<file path="src/rtl/bcd_pulse_counter_nd.sv">
// N-digit BCD up/down pulse counter with synchronised pulse input, sticky
// overflow/underflow flags and registered 7-segment decode.
module bcd_pulse_counter_nd #(
  parameter int DIGITS         = 3,
  parameter int SYNC_STAGES    = 2,
  parameter int WRAP_MODE      = 1,
  parameter int SEG_ACTIVE_LOW = 1,
  parameter int BLANK_LZ       = 0
) (
  input  logic                  i_clk,
  input  logic                  i_rst_n,
  input  logic                  i_num_i,
  input  logic                  i_dir,
  input  logic                  i_hold,
  input  logic                  i_clr,
  output logic [4*DIGITS-1:0]   o_bcd,
  output logic [7*DIGITS-1:0]   o_seg,
  output logic                  o_of,
  output logic                  o_uf
);

  localparam int BW = 4 * DIGITS;
  localparam int SW = 7 * DIGITS;

  // Active-high pattern {g,f,e,d,c,b,a}; codes 10..15 decode to blank.
  function automatic logic [6:0] seg7(input logic [3:0] d);
    logic [6:0] p;
    case (d)
      4'd0:    p = 7'h3F;
      4'd1:    p = 7'h06;
      4'd2:    p = 7'h5B;
      4'd3:    p = 7'h4F;
      4'd4:    p = 7'h66;
      4'd5:    p = 7'h6D;
      4'd6:    p = 7'h7D;
      4'd7:    p = 7'h07;
      4'd8:    p = 7'h7F;
      4'd9:    p = 7'h6F;
      default: p = 7'h00;
    endcase
    return p;
  endfunction

  function automatic logic [SW-1:0] decode_all(input logic [BW-1:0] v);
    logic [SW-1:0] r;
    logic          hi_zero;
    logic          blank;
    logic [6:0]    p;
    r       = '0;
    hi_zero = 1'b1;
    // Walk from the most significant digit so hi_zero covers "this and all above".
    for (int j = DIGITS - 1; j >= 0; j--) begin
      hi_zero = hi_zero & (v[4*j +: 4] == 4'd0);
      blank   = (BLANK_LZ != 0) && (j > 0) && hi_zero;
      p       = blank ? 7'h00 : seg7(v[4*j +: 4]);
      r[7*j +: 7] = (SEG_ACTIVE_LOW != 0) ? ~p : p;
    end
    return r;
  endfunction

  localparam logic [SW-1:0] SEG_RST = decode_all('0);

  logic [SYNC_STAGES-1:0] sync_q;
  logic                   prev_q;
  logic [BW-1:0]          count_q, count_d;
  logic [SW-1:0]          seg_q;
  logic                   of_q, of_d;
  logic                   uf_q, uf_d;
  logic                   sync_last;
  logic                   ev;
  logic [BW-1:0]          inc_val, dec_val;
  logic                   at_max, at_zero;

  assign sync_last = sync_q[SYNC_STAGES-1];
  assign ev        = sync_last & ~prev_q;

  // Ripple carry/borrow; the final carry/borrow out marks all-9s / all-0s.
  always_comb begin
    logic c;
    logic b;
    c       = 1'b1;
    b       = 1'b1;
    inc_val = count_q;
    dec_val = count_q;
    for (int j = 0; j < DIGITS; j++) begin
      if (c) begin
        if (count_q[4*j +: 4] == 4'd9) begin
          inc_val[4*j +: 4] = 4'd0;
        end else begin
          inc_val[4*j +: 4] = count_q[4*j +: 4] + 4'd1;
          c = 1'b0;
        end
      end
      if (b) begin
        if (count_q[4*j +: 4] == 4'd0) begin
          dec_val[4*j +: 4] = 4'd9;
        end else begin
          dec_val[4*j +: 4] = count_q[4*j +: 4] - 4'd1;
          b = 1'b0;
        end
      end
    end
    at_max  = c;
    at_zero = b;
  end

  always_comb begin
    count_d = count_q;
    of_d    = of_q;
    uf_d    = uf_q;
    if (i_clr) begin
      count_d = '0;
      of_d    = 1'b0;
      uf_d    = 1'b0;
    end else if (ev && !i_hold) begin
      if (!i_dir) begin
        if (at_max) of_d = 1'b1;
        count_d = (at_max && WRAP_MODE == 0) ? count_q : inc_val;
      end else begin
        if (at_zero) uf_d = 1'b1;
        count_d = (at_zero && WRAP_MODE == 0) ? count_q : dec_val;
      end
    end
  end

  always_ff @(posedge i_clk or negedge i_rst_n) begin
    if (!i_rst_n) begin
      sync_q  <= '0;
      prev_q  <= 1'b0;
      count_q <= '0;
      of_q    <= 1'b0;
      uf_q    <= 1'b0;
      seg_q   <= SEG_RST;
    end else begin
      sync_q  <= {sync_q[SYNC_STAGES-2:0], i_num_i};
      prev_q  <= sync_last;
      count_q <= count_d;
      of_q    <= of_d;
      uf_q    <= uf_d;
      seg_q   <= decode_all(count_q);
    end
  end

  assign o_bcd = count_q;
  assign o_seg = seg_q;
  assign o_of  = of_q;
  assign o_uf  = uf_q;

endmodule
</file>
<file path="config.mk">
export PLATFORM = sky130hd
export DESIGN_NAME = bcd_pulse_counter_nd
export DESIGN_NICKNAME = d
export VERILOG_FILES = /design/src/rtl/bcd_pulse_counter_nd.sv
export SDC_FILE = /design/constraint.sdc
export NUM_CORES = 1
export LEC_CHECK = 0
export ABC_AREA = 0
export CAP_MARGIN = 20
export CORE_MARGIN = 3
export CORE_UTILIZATION = 40
export CTS_BUF_LIST = sky130_fd_sc_hd__clkbuf_16
export DETAILED_ROUTE_END_ITERATION = 8
export REMOVE_ABC_BUFFERS = 1
export SYNTH_ARGS = -nofsm -noshare
export SYNTH_HDL_FRONTEND = slang
export SYNTH_SLANG_ARGS = --single-unit
</file>
<file path="constraint.sdc">
create_clock -name i_clk -period 4.6 [get_ports i_clk]
set_input_delay 0.69 -clock i_clk [delete_from_list [all_inputs] [get_ports i_clk]]
set_output_delay 0.69 -clock i_clk [all_outputs]
set_load 0.005 [all_outputs]
</file>
==> metrics.md <==
| Metric | Value |
|---|---|
| Synthesized instance count | `230` |
| Detailed-route DRC error count | `0` |
| Share of layout cells above drive strength 1 | `8.148%` |
| Yosys warnings | `0` |
| Worst Path Required | `roughly 4800 ps` |
| Least-Margin Pin Slew | `810.6 ps` |
| Clock Power Share | `22.4%` |
| Placed insts | `between 300 and 400` |
| Most frequent cell after synthesis | `dfrtp_1` |
| CTS Hold Bufs | `0` |
| Ys async rst share | `100.0%` |
| Area of the die | `a little over 0.006 mm2` |
| Post-synth top flop | `dfrtp_1` |
| CTS Buf Count | `5` |
| Fin crit share | `between 50% and 60%` |
| Post-Synthesis Cell Area | `0.002126 mm2` |
| Die Span Y | `78.90 um` |
| Critical path class | `in2reg` |
| FMAX | `roughly 0.41 GHz` |
| Max-slew violations | `0` |
| Worst Setup Slack, final | `2174 ps` |
| GRT Residual Overflow | `0` |
| Leak | `1.171 nW` |
| Worst Path Max Fanout | `13` |
| Global-route wire length before repair | `8.059 mm` |
| Largest area contributor in the netlist | `dfrtp_1` |
| Vias in the first global route | `1775` |
| Post-DP HPWL | `3.278 mm` |
| Final setup viols | `0` |
| Final hold slack | `348.9 ps` |
| Initial antenna violation count | `0` |
| Switching Share | `between 30% and 40%` |
| Pin count of the biggest net entering global routing | `39` |
| Detail Route Antenna Nets | `0` |
| CTS root buffer | `clkbuf_16` |
| Total number of vias | `1774` |
| Drt wl/cell | `around 14 um` |
| Post-CTS Setup Bufs | `0` |
| Final nets | `293` |
| DRT iter0 DRCs | `~110` |
| RSZ-0062 raised after global routing | `no` |
| Syn avg cell area | `roughly 9 um2` |
| Run status | `complete, no violations` |
| Core Rows | `25` |
| Vias/cell | `5.264` |
| Post-route cell area | `0.002705 mm2` |
| Max capacitance violation total | `0` |
| CTS resizes | `0` |
| Tmin final | `2426 ps` |
| GRT Total Usage | `16.12%` |
| CTS tree | `yes` |
| Sequential power share | `38.3%` |
| Startpoint types | `primary input` |
| Final wirelength | `about 4.6 mm` |
| Main area contributors after synthesis | `dfrtp_1 41%, ha_1 11%, nor2_1 5.1%` |
| Antenna cell count | `0` |
| Final Hold Vio Count | `0` |
| Die W | `78.90 um` |
| #FFs+latches synth | `38` |
| GPL Wtd Cong | `around 0.84` |
| Clk buf depth | `2` |
| Commonest cells post-synth | `35 x dfrtp_1, 29 x nor2_1, 20 x a21oi_1, 19 x o21ai_0, 18 x ha_1` |
| Yosys cell types | `between 40 and 50` |
| Clock latency on the worst-skew pair | `280 ps` |
| Clk slew on worst S/H paths | `50 ps` |
| Dpl cell area | `0.002569 mm2` |
| Pwr Density | `514.8 mW/mm2` |
| Clock H-tree levels | `2` |
| Fin Setup TNS | `0 ps` |
| DP Worst Slack | `a little under 2000 ps` |
| DR pass1 iterations | `4` |
| Switching Power | `roughly 450 uW` |
| Int Pwr | `939.0 uW` |
| Layout Cells excl Fill | `337` |
| Type of the worst min-delay path | `reg2reg` |
| Worst Setup End Kind | `flip-flop` |
| CORE AREA | `0.004942 mm2` |
| Area growth, synth to finish | `27.25%` |
| Crit path DAT | `between 2000 and 3000 ps` |
| Post-synthesis sequential area ratio | `44.91%` |
| Number of synthesized flops with an enable pin | `0` |
| Area share of the largest cell type after synthesis | `between 40 and 50%` |
| Clk sink count | `38` |
| Comb power frac | `39.3%` |
| # IOs | `41` |
| Slew HR | `45.96%` |
| Initial core utilization | `43.01%` |
| Worst vdd ir | `0.0001735 V` |
| Clk_skew | `5.299 ps` |
| IO Port Bufs | `40` |
==> worst max-delay path, stage by stage <==
cell and delay [ps]:
clkdlybuf4s50_1 640, nor2_1 510, nand2_1 270, nand4_4 220, a21oi_1 60, a211oi_1 210
==> routing by layer <==
metal | wire length, um | GRT usage, %
met5 | 0 | 0
met4 | 120 | 8.591
met3 | 199 | 3.968
met2 | 2133 | 25.55
met1 | 2156 | 20.29
==> logic make-up after synthesis <==
group	share of synthesized area, %
and+or+nand+nor	19.25
buffers and inverters	4.532
DFF	44.91
adders and majority gates	10.59
xor gates and xnor gates	0.8242
AOI/OAI and AO/OA	19.89
==> power groups by stage <==
| stage | Sequential (mW) | Combinational, mW | Clock, mW |
|---|---|---|---|
| 2_1_floorplan | 0.536 | 0.263 | 0 |
| 3_3_place_gp | 0.539 | 0.547 | 0 |
| 3_5_place_dp | 0.539 | 0.548 | 0 |
| 4_1_cts | 0.533 | 0.552 | 0.320 |
| 5_1_grt | 0.551 | 0.610 | 0.340 |
| 6_report | 0.533 | 0.547 | 0.312 |
==> final timing paths <==
| path | startpoint | to | slack [ps] | cells past startpoint |
|---|---|---|---|---|
| worst max-delay path | i_clr | o_bcd[8] | 2170 | 6 |
| worst min-delay path | sync_q[0] | sync_q[1] | 350 | 0 |
| worst max register to register | o_bcd[5] | o_bcd[10] | 2440 | 7 |
| worst min register to register | sync_q[0] | sync_q[1] | 350 | 0 |
| max in group asynchronous | i_rst_n | o_bcd[4] | 3590 | 1 |
| min in group asynchronous | i_rst_n | o_uf | 510 | 1 |
==> cells in the final DEF, fill, tap and decap left out, types with 4 or more instances in the layout <==
master           count
or2_2                4
nor2_1              29
inv_1               19
clkdlybuf4s50_1     39
dfrtp_1             35
clkbuf_16            5
o21ai_0             19
o21ai_1              4
a21oi_1             20
nand3_1              5
a31oi_1              9
ha_1                18
o22ai_1              5
nand2_1             15
==> layout make-up <==
cell class | instances | area, um2
repair buffers | 40 | 395.4
clock buffers | 5 | 125.1
clock inverters | 3 | 11.26
fillers | 478 | 2237
inverters | 16 | 60.06
flip-flops and latches | 38 | 954.7
multi-input cells | 168 | 1075
well taps | 67 | 83.83
==> stage by stage <==
step                utilization, %  power (mW)
floorplan                        -      0.7991
global placement             51.97       1.086
detailed placement           51.97       1.087
CTS                          54.73       1.405
global route                 54.73       1.501
finish                       54.73       1.393
==> sequential cells by signal, indices dropped and copies added, names as in the netlist <==
| register | count |
|---|---|
| o_of | 1 |
| o_seg | 21 |
| o_bcd | 12 |
| o_uf | 1 |
| sync_q | 2 |
| prev_q | 1 |
Note: power is estimated with default switching activity, not from simulation.
